### src/rtl/sc_lanescheduler.sv
// sc_lanescheduler -- tick and sweep sequencer for the obstacle-lane matrix.
//
// Divides the system clock into game ticks. On every tick it sweeps the lanes
// in index order. Each lane that is due to move this frame gets a single
// one-hot shift request, held until the lane bank acknowledges it. After the
// last lane a one-cycle collision-check strobe is issued. All outputs are
// registered, so an asynchronous reset forces them to idle immediately.
//
// Ports:
//   SC_LANESCHEDULER_CLOCK_50              in   system clock
//   SC_LANESCHEDULER_RESET_InLow           in   async reset, active low
//   SC_LANESCHEDULER_startGame_InLow       in   restart request (low = restart)
//   SC_LANESCHEDULER_pause_InLow           in   low freezes the tick prescaler
//   SC_LANESCHEDULER_level_InBUS           in   current level, 0 = slowest
//   SC_LANESCHEDULER_laneDir_InBUS         in   per-lane direction, 1 = right
//   SC_LANESCHEDULER_shiftAck_InLow        in   lane bank done with the shift
//   SC_LANESCHEDULER_shiftReq_OutLow       out  shift request, active low
//   SC_LANESCHEDULER_shiftLeft_OutBUS      out  one-hot lane to shift left
//   SC_LANESCHEDULER_shiftRight_OutBUS     out  one-hot lane to shift right
//   SC_LANESCHEDULER_checkCollision_OutLow out  one-cycle strobe after a sweep
//   SC_LANESCHEDULER_busy_OutLow           out  low while a sweep is running
module sc_lanescheduler #(
  parameter int NUM_LANES       = 8,
  parameter int PRESCALER_WIDTH = 22,
  parameter int BASE_PERIOD     = 2500000,
  parameter int LEVEL_WIDTH     = 2
) (
  input  logic                   SC_LANESCHEDULER_CLOCK_50,
  input  logic                   SC_LANESCHEDULER_RESET_InLow,
  input  logic                   SC_LANESCHEDULER_startGame_InLow,
  input  logic                   SC_LANESCHEDULER_pause_InLow,
  input  logic [LEVEL_WIDTH-1:0] SC_LANESCHEDULER_level_InBUS,
  input  logic [NUM_LANES-1:0]   SC_LANESCHEDULER_laneDir_InBUS,
  input  logic                   SC_LANESCHEDULER_shiftAck_InLow,
  output logic                   SC_LANESCHEDULER_shiftReq_OutLow,
  output logic [NUM_LANES-1:0]   SC_LANESCHEDULER_shiftLeft_OutBUS,
  output logic [NUM_LANES-1:0]   SC_LANESCHEDULER_shiftRight_OutBUS,
  output logic                   SC_LANESCHEDULER_checkCollision_OutLow,
  output logic                   SC_LANESCHEDULER_busy_OutLow
);

  localparam int IDX_W = (NUM_LANES > 1) ? $clog2(NUM_LANES) : 1;
  localparam logic [IDX_W-1:0]           LAST_IDX   = IDX_W'(NUM_LANES - 1);
  localparam logic [PRESCALER_WIDTH-1:0] TERM_COUNT = PRESCALER_WIDTH'(BASE_PERIOD - 1);

  typedef enum logic [2:0] {
    ST_IDLE      = 3'd0,
    ST_WAIT_TICK = 3'd1,
    ST_SCAN      = 3'd2,
    ST_REQ       = 3'd3,
    ST_COLLIDE   = 3'd4
  } state_t;

  // Lane moves when the low s bits of the frame are zero, where
  // s = (lane mod 4) - level saturated at 0. Higher levels shrink s, so
  // level 3 makes every lane move every frame.
  function automatic logic lane_eligible(input logic [IDX_W-1:0]       lane,
                                         input logic [LEVEL_WIDTH-1:0] lvl,
                                         input logic [2:0]             frm);
    logic [1:0] lane_mod;
    int         shift_v;
    logic [2:0] mask;
    lane_mod = 2'(lane);
    shift_v  = int'(lane_mod) - int'(lvl);
    if (shift_v < 32'sd0) begin
      shift_v = 32'sd0;
    end else begin
      shift_v = shift_v;
    end
    case (shift_v)
      32'sd0:  mask = 3'b000;
      32'sd1:  mask = 3'b001;
      32'sd2:  mask = 3'b011;
      default: mask = 3'b111;
    endcase
    return (frm & mask) == 3'b000;
  endfunction

  logic clk, rst_n;
  assign clk   = SC_LANESCHEDULER_CLOCK_50;
  assign rst_n = SC_LANESCHEDULER_RESET_InLow;

  state_t                     state_r, state_s;
  logic [PRESCALER_WIDTH-1:0] presc_r, presc_s;
  logic [2:0]                 frame_r, frame_s;
  logic [IDX_W-1:0]           idx_r, idx_s;
  logic                       req_r, req_s;
  logic [NUM_LANES-1:0]       left_r, left_s;
  logic [NUM_LANES-1:0]       right_r, right_s;
  logic                       chk_r, chk_s;
  logic                       busy_r, busy_s;
  logic [NUM_LANES-1:0]       lane_onehot_s;

  assign lane_onehot_s = NUM_LANES'(1) << idx_r;

  // Next-state and next-output decode; outputs are computed for the state
  // being entered so they line up with it once registered.
  always_comb begin
    state_s = state_r;
    presc_s = presc_r;
    frame_s = frame_r;
    idx_s   = idx_r;
    req_s   = 1'b1;
    left_s  = {NUM_LANES{1'b0}};
    right_s = {NUM_LANES{1'b0}};
    chk_s   = 1'b1;
    busy_s  = 1'b1;
    if ((state_r != ST_IDLE) && !SC_LANESCHEDULER_startGame_InLow) begin
      // Restart wins over everything, including an outstanding request.
      state_s = ST_WAIT_TICK;
      presc_s = {PRESCALER_WIDTH{1'b0}};
      frame_s = 3'd0;
      idx_s   = {IDX_W{1'b0}};
    end else begin
      case (state_r)
        ST_IDLE: begin
          if (!SC_LANESCHEDULER_startGame_InLow) begin
            state_s = ST_WAIT_TICK;
            presc_s = {PRESCALER_WIDTH{1'b0}};
            frame_s = 3'd0;
            idx_s   = {IDX_W{1'b0}};
          end else begin
            state_s = ST_IDLE;
          end
        end
        ST_WAIT_TICK: begin
          if (SC_LANESCHEDULER_pause_InLow) begin
            if (presc_r == TERM_COUNT) begin
              presc_s = {PRESCALER_WIDTH{1'b0}};
              frame_s = frame_r + 3'd1;
              idx_s   = {IDX_W{1'b0}};
              state_s = ST_SCAN;
              busy_s  = 1'b0;
            end else begin
              presc_s = presc_r + PRESCALER_WIDTH'(1);
            end
          end else begin
            presc_s = presc_r;
          end
        end
        ST_SCAN: begin
          busy_s = 1'b0;
          if (lane_eligible(idx_r, SC_LANESCHEDULER_level_InBUS, frame_r)) begin
            // Direction is captured here and held for the whole request.
            state_s = ST_REQ;
            req_s   = 1'b0;
            if (SC_LANESCHEDULER_laneDir_InBUS[idx_r]) begin
              right_s = lane_onehot_s;
            end else begin
              left_s = lane_onehot_s;
            end
          end else if (idx_r == LAST_IDX) begin
            state_s = ST_COLLIDE;
            chk_s   = 1'b0;
            idx_s   = {IDX_W{1'b0}};
          end else begin
            idx_s = idx_r + IDX_W'(1);
          end
        end
        ST_REQ: begin
          busy_s = 1'b0;
          if (!SC_LANESCHEDULER_shiftAck_InLow) begin
            if (idx_r == LAST_IDX) begin
              state_s = ST_COLLIDE;
              chk_s   = 1'b0;
              idx_s   = {IDX_W{1'b0}};
            end else begin
              state_s = ST_SCAN;
              idx_s   = idx_r + IDX_W'(1);
            end
          end else begin
            req_s   = 1'b0;
            left_s  = left_r;
            right_s = right_r;
          end
        end
        ST_COLLIDE: begin
          state_s = ST_WAIT_TICK;
        end
        default: begin
          state_s = ST_IDLE;
        end
      endcase
    end
  end

  // State, counters and registered outputs.
  always_ff @(posedge clk or negedge rst_n) begin
    if (!rst_n) begin
      state_r <= ST_IDLE;
      presc_r <= {PRESCALER_WIDTH{1'b0}};
      frame_r <= 3'd0;
      idx_r   <= {IDX_W{1'b0}};
      req_r   <= 1'b1;
      left_r  <= {NUM_LANES{1'b0}};
      right_r <= {NUM_LANES{1'b0}};
      chk_r   <= 1'b1;
      busy_r  <= 1'b1;
    end else begin
      state_r <= state_s;
      presc_r <= presc_s;
      frame_r <= frame_s;
      idx_r   <= idx_s;
      req_r   <= req_s;
      left_r  <= left_s;
      right_r <= right_s;
      chk_r   <= chk_s;
      busy_r  <= busy_s;
    end
  end

  assign SC_LANESCHEDULER_shiftReq_OutLow       = req_r;
  assign SC_LANESCHEDULER_shiftLeft_OutBUS      = left_r;
  assign SC_LANESCHEDULER_shiftRight_OutBUS     = right_r;
  assign SC_LANESCHEDULER_checkCollision_OutLow = chk_r;
  assign SC_LANESCHEDULER_busy_OutLow           = busy_r;

endmodule

### config.mk
export PLATFORM = sky130hd
export DESIGN_NAME = sc_lanescheduler
export DESIGN_NICKNAME = d
export VERILOG_FILES = /design/src/rtl/sc_lanescheduler.sv
export SDC_FILE = /design/constraint.sdc
export NUM_CORES = 1
export LEC_CHECK = 0
export CORE_MARGIN = 5
export CORE_UTILIZATION = 45
export CTS_BUF_LIST = sky130_fd_sc_hd__clkbuf_4 sky130_fd_sc_hd__clkbuf_8
export DETAILED_ROUTE_END_ITERATION = 6
export PLACE_DENSITY = 0.69
export SYNTH_ARGS = -nofsm -noshare
export SYNTH_HDL_FRONTEND = slang
export SYNTH_SLANG_ARGS = --single-unit
### constraint.sdc
create_clock -name SC_LANESCHEDULER_CLOCK_50 -period 2.9 [get_ports SC_LANESCHEDULER_CLOCK_50]
set_input_delay 0.58 -clock SC_LANESCHEDULER_CLOCK_50 [delete_from_list [all_inputs] [get_ports SC_LANESCHEDULER_CLOCK_50]]
set_output_delay 0.58 -clock SC_LANESCHEDULER_CLOCK_50 [all_outputs]
set_load 0.05 [all_outputs]
==> results.md <==
- WP data arrival: roughly 2800 ps
- Mux cell area share after synthesis: 4.90%
- CTS sink cnt: 50
- Crit-path max cell delay: roughly 510 ps
- Initial antenna violation count: 0
- Layout cells sized above 1: about an eighth
- Row count: 28
- Vias: approximately 2200
- Seq cells post-synth: 50
- Combinational family with the most area after synthesis: simple AND/OR/NAND/NOR gates
- Worst path cell trace: clkdlybuf4s50_1 > ha_1 > inv_1 > fa_1 > nor2_1 > a2111oi_4 > nor4_1 > and2_1 > a22o_1
- Ys async rst share: 100%
- DRT Wirelength: between 6 and 7 mm
- Post-synthesis xor/xnor area fraction: less than 1%
- CP delay by family, top: compound AO/OA/AOI/OAI gates
- IO buf count: 33
- Synth Area in Compound Gates: between 15 and 20%
- Die X: between 80 and 90 um
- Fin. max-slew vios: 0
- Worst slew pin tran: 921 ps
- Unrepaired setup endpoints after global routing: no
- Lkg Pwr: between 1 and 1.5 nW
- CP Max Fanout: 4
- Height of the die: 89.0 um
- Vias per cell: 5.77
- Net count after synthesis: ~300
- Worst Setup Path Type: input pin to register
- Top FF cell, synth: dfrtp_1
- Pin count of the biggest net entering global routing: 42
- Status: complete, no violations
- Switching power: 0.000413 W
- Slew Limit Headroom: between 30 and 40%
- Synth Area in Simple Gates: a little over a fifth
- Number of post-CTS setup repair buffers: 0
- Clock-pin transition on the worst setup and hold timing paths: 100 ps
- Ant. Diodes: 0
- Worst setup EP type: register
- Worst Setup EP: SC_LANESCHEDULER_shiftRight_OutBUS[0]
- Fin worst setup slack: 260 ps
- Post-synth cell types: between 50 and 60
- Mean post-synth cell area: roughly 10 um2
- Hold/Removal Path Class: input pin to async pin
- Sequential Power Share: about half
- FF-to-FF Start: idx_r[0]
- Worst path depth: 9
- Sw Share: between 20% and 30%
- Tmin final: 2640 ps
- Post-Syn Area: 2810 um2
- Final hold violations: 0
- Worst path required time: just over 3000 ps
- Starting DRT DRC Count: 85
- Max Root-Sink Buffers: 2
- Number of nets in the layout: roughly 340
- CTS root buffer: clkbuf_8
- Max_cap viols: 0
- Seq/Total Area, Yosys: between 40 and 50%
- Synth-to-layout area growth: 19.7%
- Most common cell after layout, fill and taps aside: dfrtp_1
- PD cells: approximately 420 nW/um2
- Worst slack, placed: -65.4 ps
- Adder-Cell Fraction of Synth Area: ~4.7%
- Drt wl/cell: around 17 um
- Worst skew pair latency: between 300 and 400 ps
- Wire length of the first global-routing pass: 10.7 mm
- Worst reg-to-reg path cell count: 9
- Most frequent cells in the layout: 47 x dfrtp_1, 32 x clkdlybuf4s50_1, 26 x nand2_1, 15 x a21oi_1, 14 x a31oi_1
- Die area: between 7000 and 8000 um2
- Critical R2R Capture: SC_LANESCHEDULER_shiftRight_OutBUS[0]
- Clock power share: 30.9%
- CTS tree: yes
- Total gr overflow: 0
- Max H-tree Level: 2
- Post-DP HPWL: ~4.7 mm
- CTS Hold Bufs: 0
- Gate Count Post-Synth: around 270
- Initial core utilization: between 40 and 50%
- Gp weighted congestion: a little over 0.8
- Core ar.: between 5000 and 6000 um2
- Post-CTS Resized: 0
- Crit path launch: SC_LANESCHEDULER_level_InBUS[0]
- Antenna-violating nets left: 0
- Initial DRT Pass Iterations: 4
- Post-Route Skew: about 9.6 ps
- Ports: 34
- Comb power frac: 17.4%
- Worst vdd ir: 328 uV
- Total CTS buffers: 5
- Fmax: roughly 380 MHz
- P_int: approximately 0.0010 W
- Setup Viol. Count Final: 0
- Design Power: between 0.001 and 0.0015 W
- Slowest CP cell: a2111oi_4
- Reg2Reg Setup Slack: ~450 ps
- Ys Warns: 0
- EDFF count, synth: 0
- Buf/Inv on CP: 2
- Tcrit/Tclk final: 91.0%
- DRC Markers: 0
- Startpoint types: input pin
- Vias in the first global route: 2196
- Total GRT Usage: between 10% and 20%
synthesized netlist by cell type (all sizes together), types with 4 or more instances:
| cell type | n | area [um2] |
|---|---|---|
| a21oi | 17 | 108 |
| a22o | 7 | 61.3 |
| a31oi | 14 | 87.6 |
| a32o | 10 | 100 |
| and2 | 6 | 37.5 |
| and3 | 6 | 42.5 |
| buf | 7 | 43.8 |
| clkbuf | 4 | 16.3 |
| dfrtp | 47 | 1180 |
| ha | 9 | 113 |
| inv | 13 | 48.8 |
| mux2 | 4 | 52.6 |
| mux2i | 4 | 40.0 |
| nand2 | 26 | 97.6 |
| nand2b | 5 | 31.3 |
| nand3 | 13 | 70.1 |
| nand3b | 4 | 30.0 |
| nand4 | 7 | 43.8 |
| nor2 | 8 | 30.0 |
| nor2b | 5 | 31.3 |
| nor3 | 4 | 25.0 |
| nor4 | 4 | 46.3 |
| o21ai | 14 | 70.1 |
worst min path at each step:
stage                                                from                               endpoint  slack (ps)
finish                       SC_LANESCHEDULER_RESET_InLow                            presc_r[14]         400
floorplan                    SC_LANESCHEDULER_RESET_InLow   SC_LANESCHEDULER_shiftLeft_OutBUS[0]         280
global placement    SC_LANESCHEDULER_shiftRight_OutBUS[6]  SC_LANESCHEDULER_shiftRight_OutBUS[6]         480
global route                 SC_LANESCHEDULER_RESET_InLow                             presc_r[3]         490
detailed placement   SC_LANESCHEDULER_shiftLeft_OutBUS[5]   SC_LANESCHEDULER_shiftLeft_OutBUS[5]         480
CTS                          SC_LANESCHEDULER_RESET_InLow                             state_r[1]         430
power groups by stage:
stage | combinational (W) | clock, W | sequential [W]
2_1_floorplan | 0.000149 | 0 | 0.000751
3_3_place_gp | 0.000246 | 0 | 0.000749
3_5_place_dp | 0.000248 | 0 | 0.000750
4_1_cts | 0.000250 | 0.000456 | 0.000736
5_1_grt | 0.000274 | 0.000496 | 0.000739
6_report | 0.000248 | 0.000441 | 0.000736
per-layer routing:
layer  global-route usage (%)  wire, um
met5                        0         0
met4                     4.74        35
met3                     3.41       275
met2                     24.8      2930
met1                     27.3      3260
final cells by class:
cell class,instances,area [um2]
clock buffers,6,82.6
clock inverters,2,16.3
repair buffers,44,420
inverters,13,48.8
well taps,75,93.8
flip-flops and latches,50,1250
fillers,537,2630
multi-input cells,198,1450
flip-flops by register name (all words and copies together) (netlist names):
register and cells:
SC_LANESCHEDULER_shiftRight_OutBUS 8, SC_LANESCHEDULER_shiftLeft_OutBUS 8, SC_LANESCHEDULER_checkCollision_OutLow 1, presc_r 22
SC_LANESCHEDULER_shiftReq_OutLow 1, SC_LANESCHEDULER_busy_OutLow 1, idx_r 3, frame_r 3
state_r 3
cell families after synthesis:
group | after synthesis
compound gates | 76
flops | 50
buf+inv | 24
simple gates | 101
fa+ha+maj | 10
xor+xnor | 1
mux | 10
per-stage QoR:
step	hold WS, ps	cell area (um2)	setup TNS [ps]	std cells	util (%)
CTS	434	3360	0	388	56.1
floorplan	284	2810	0	272	-
global placement	476	3260	-6.23	380	54.5
global route	489	3360	0	388	56.1
finish	397	3360	0	388	56.1
detailed placement	485	3260	-816	380	54.5
Power figures use the tool's default switching activity.
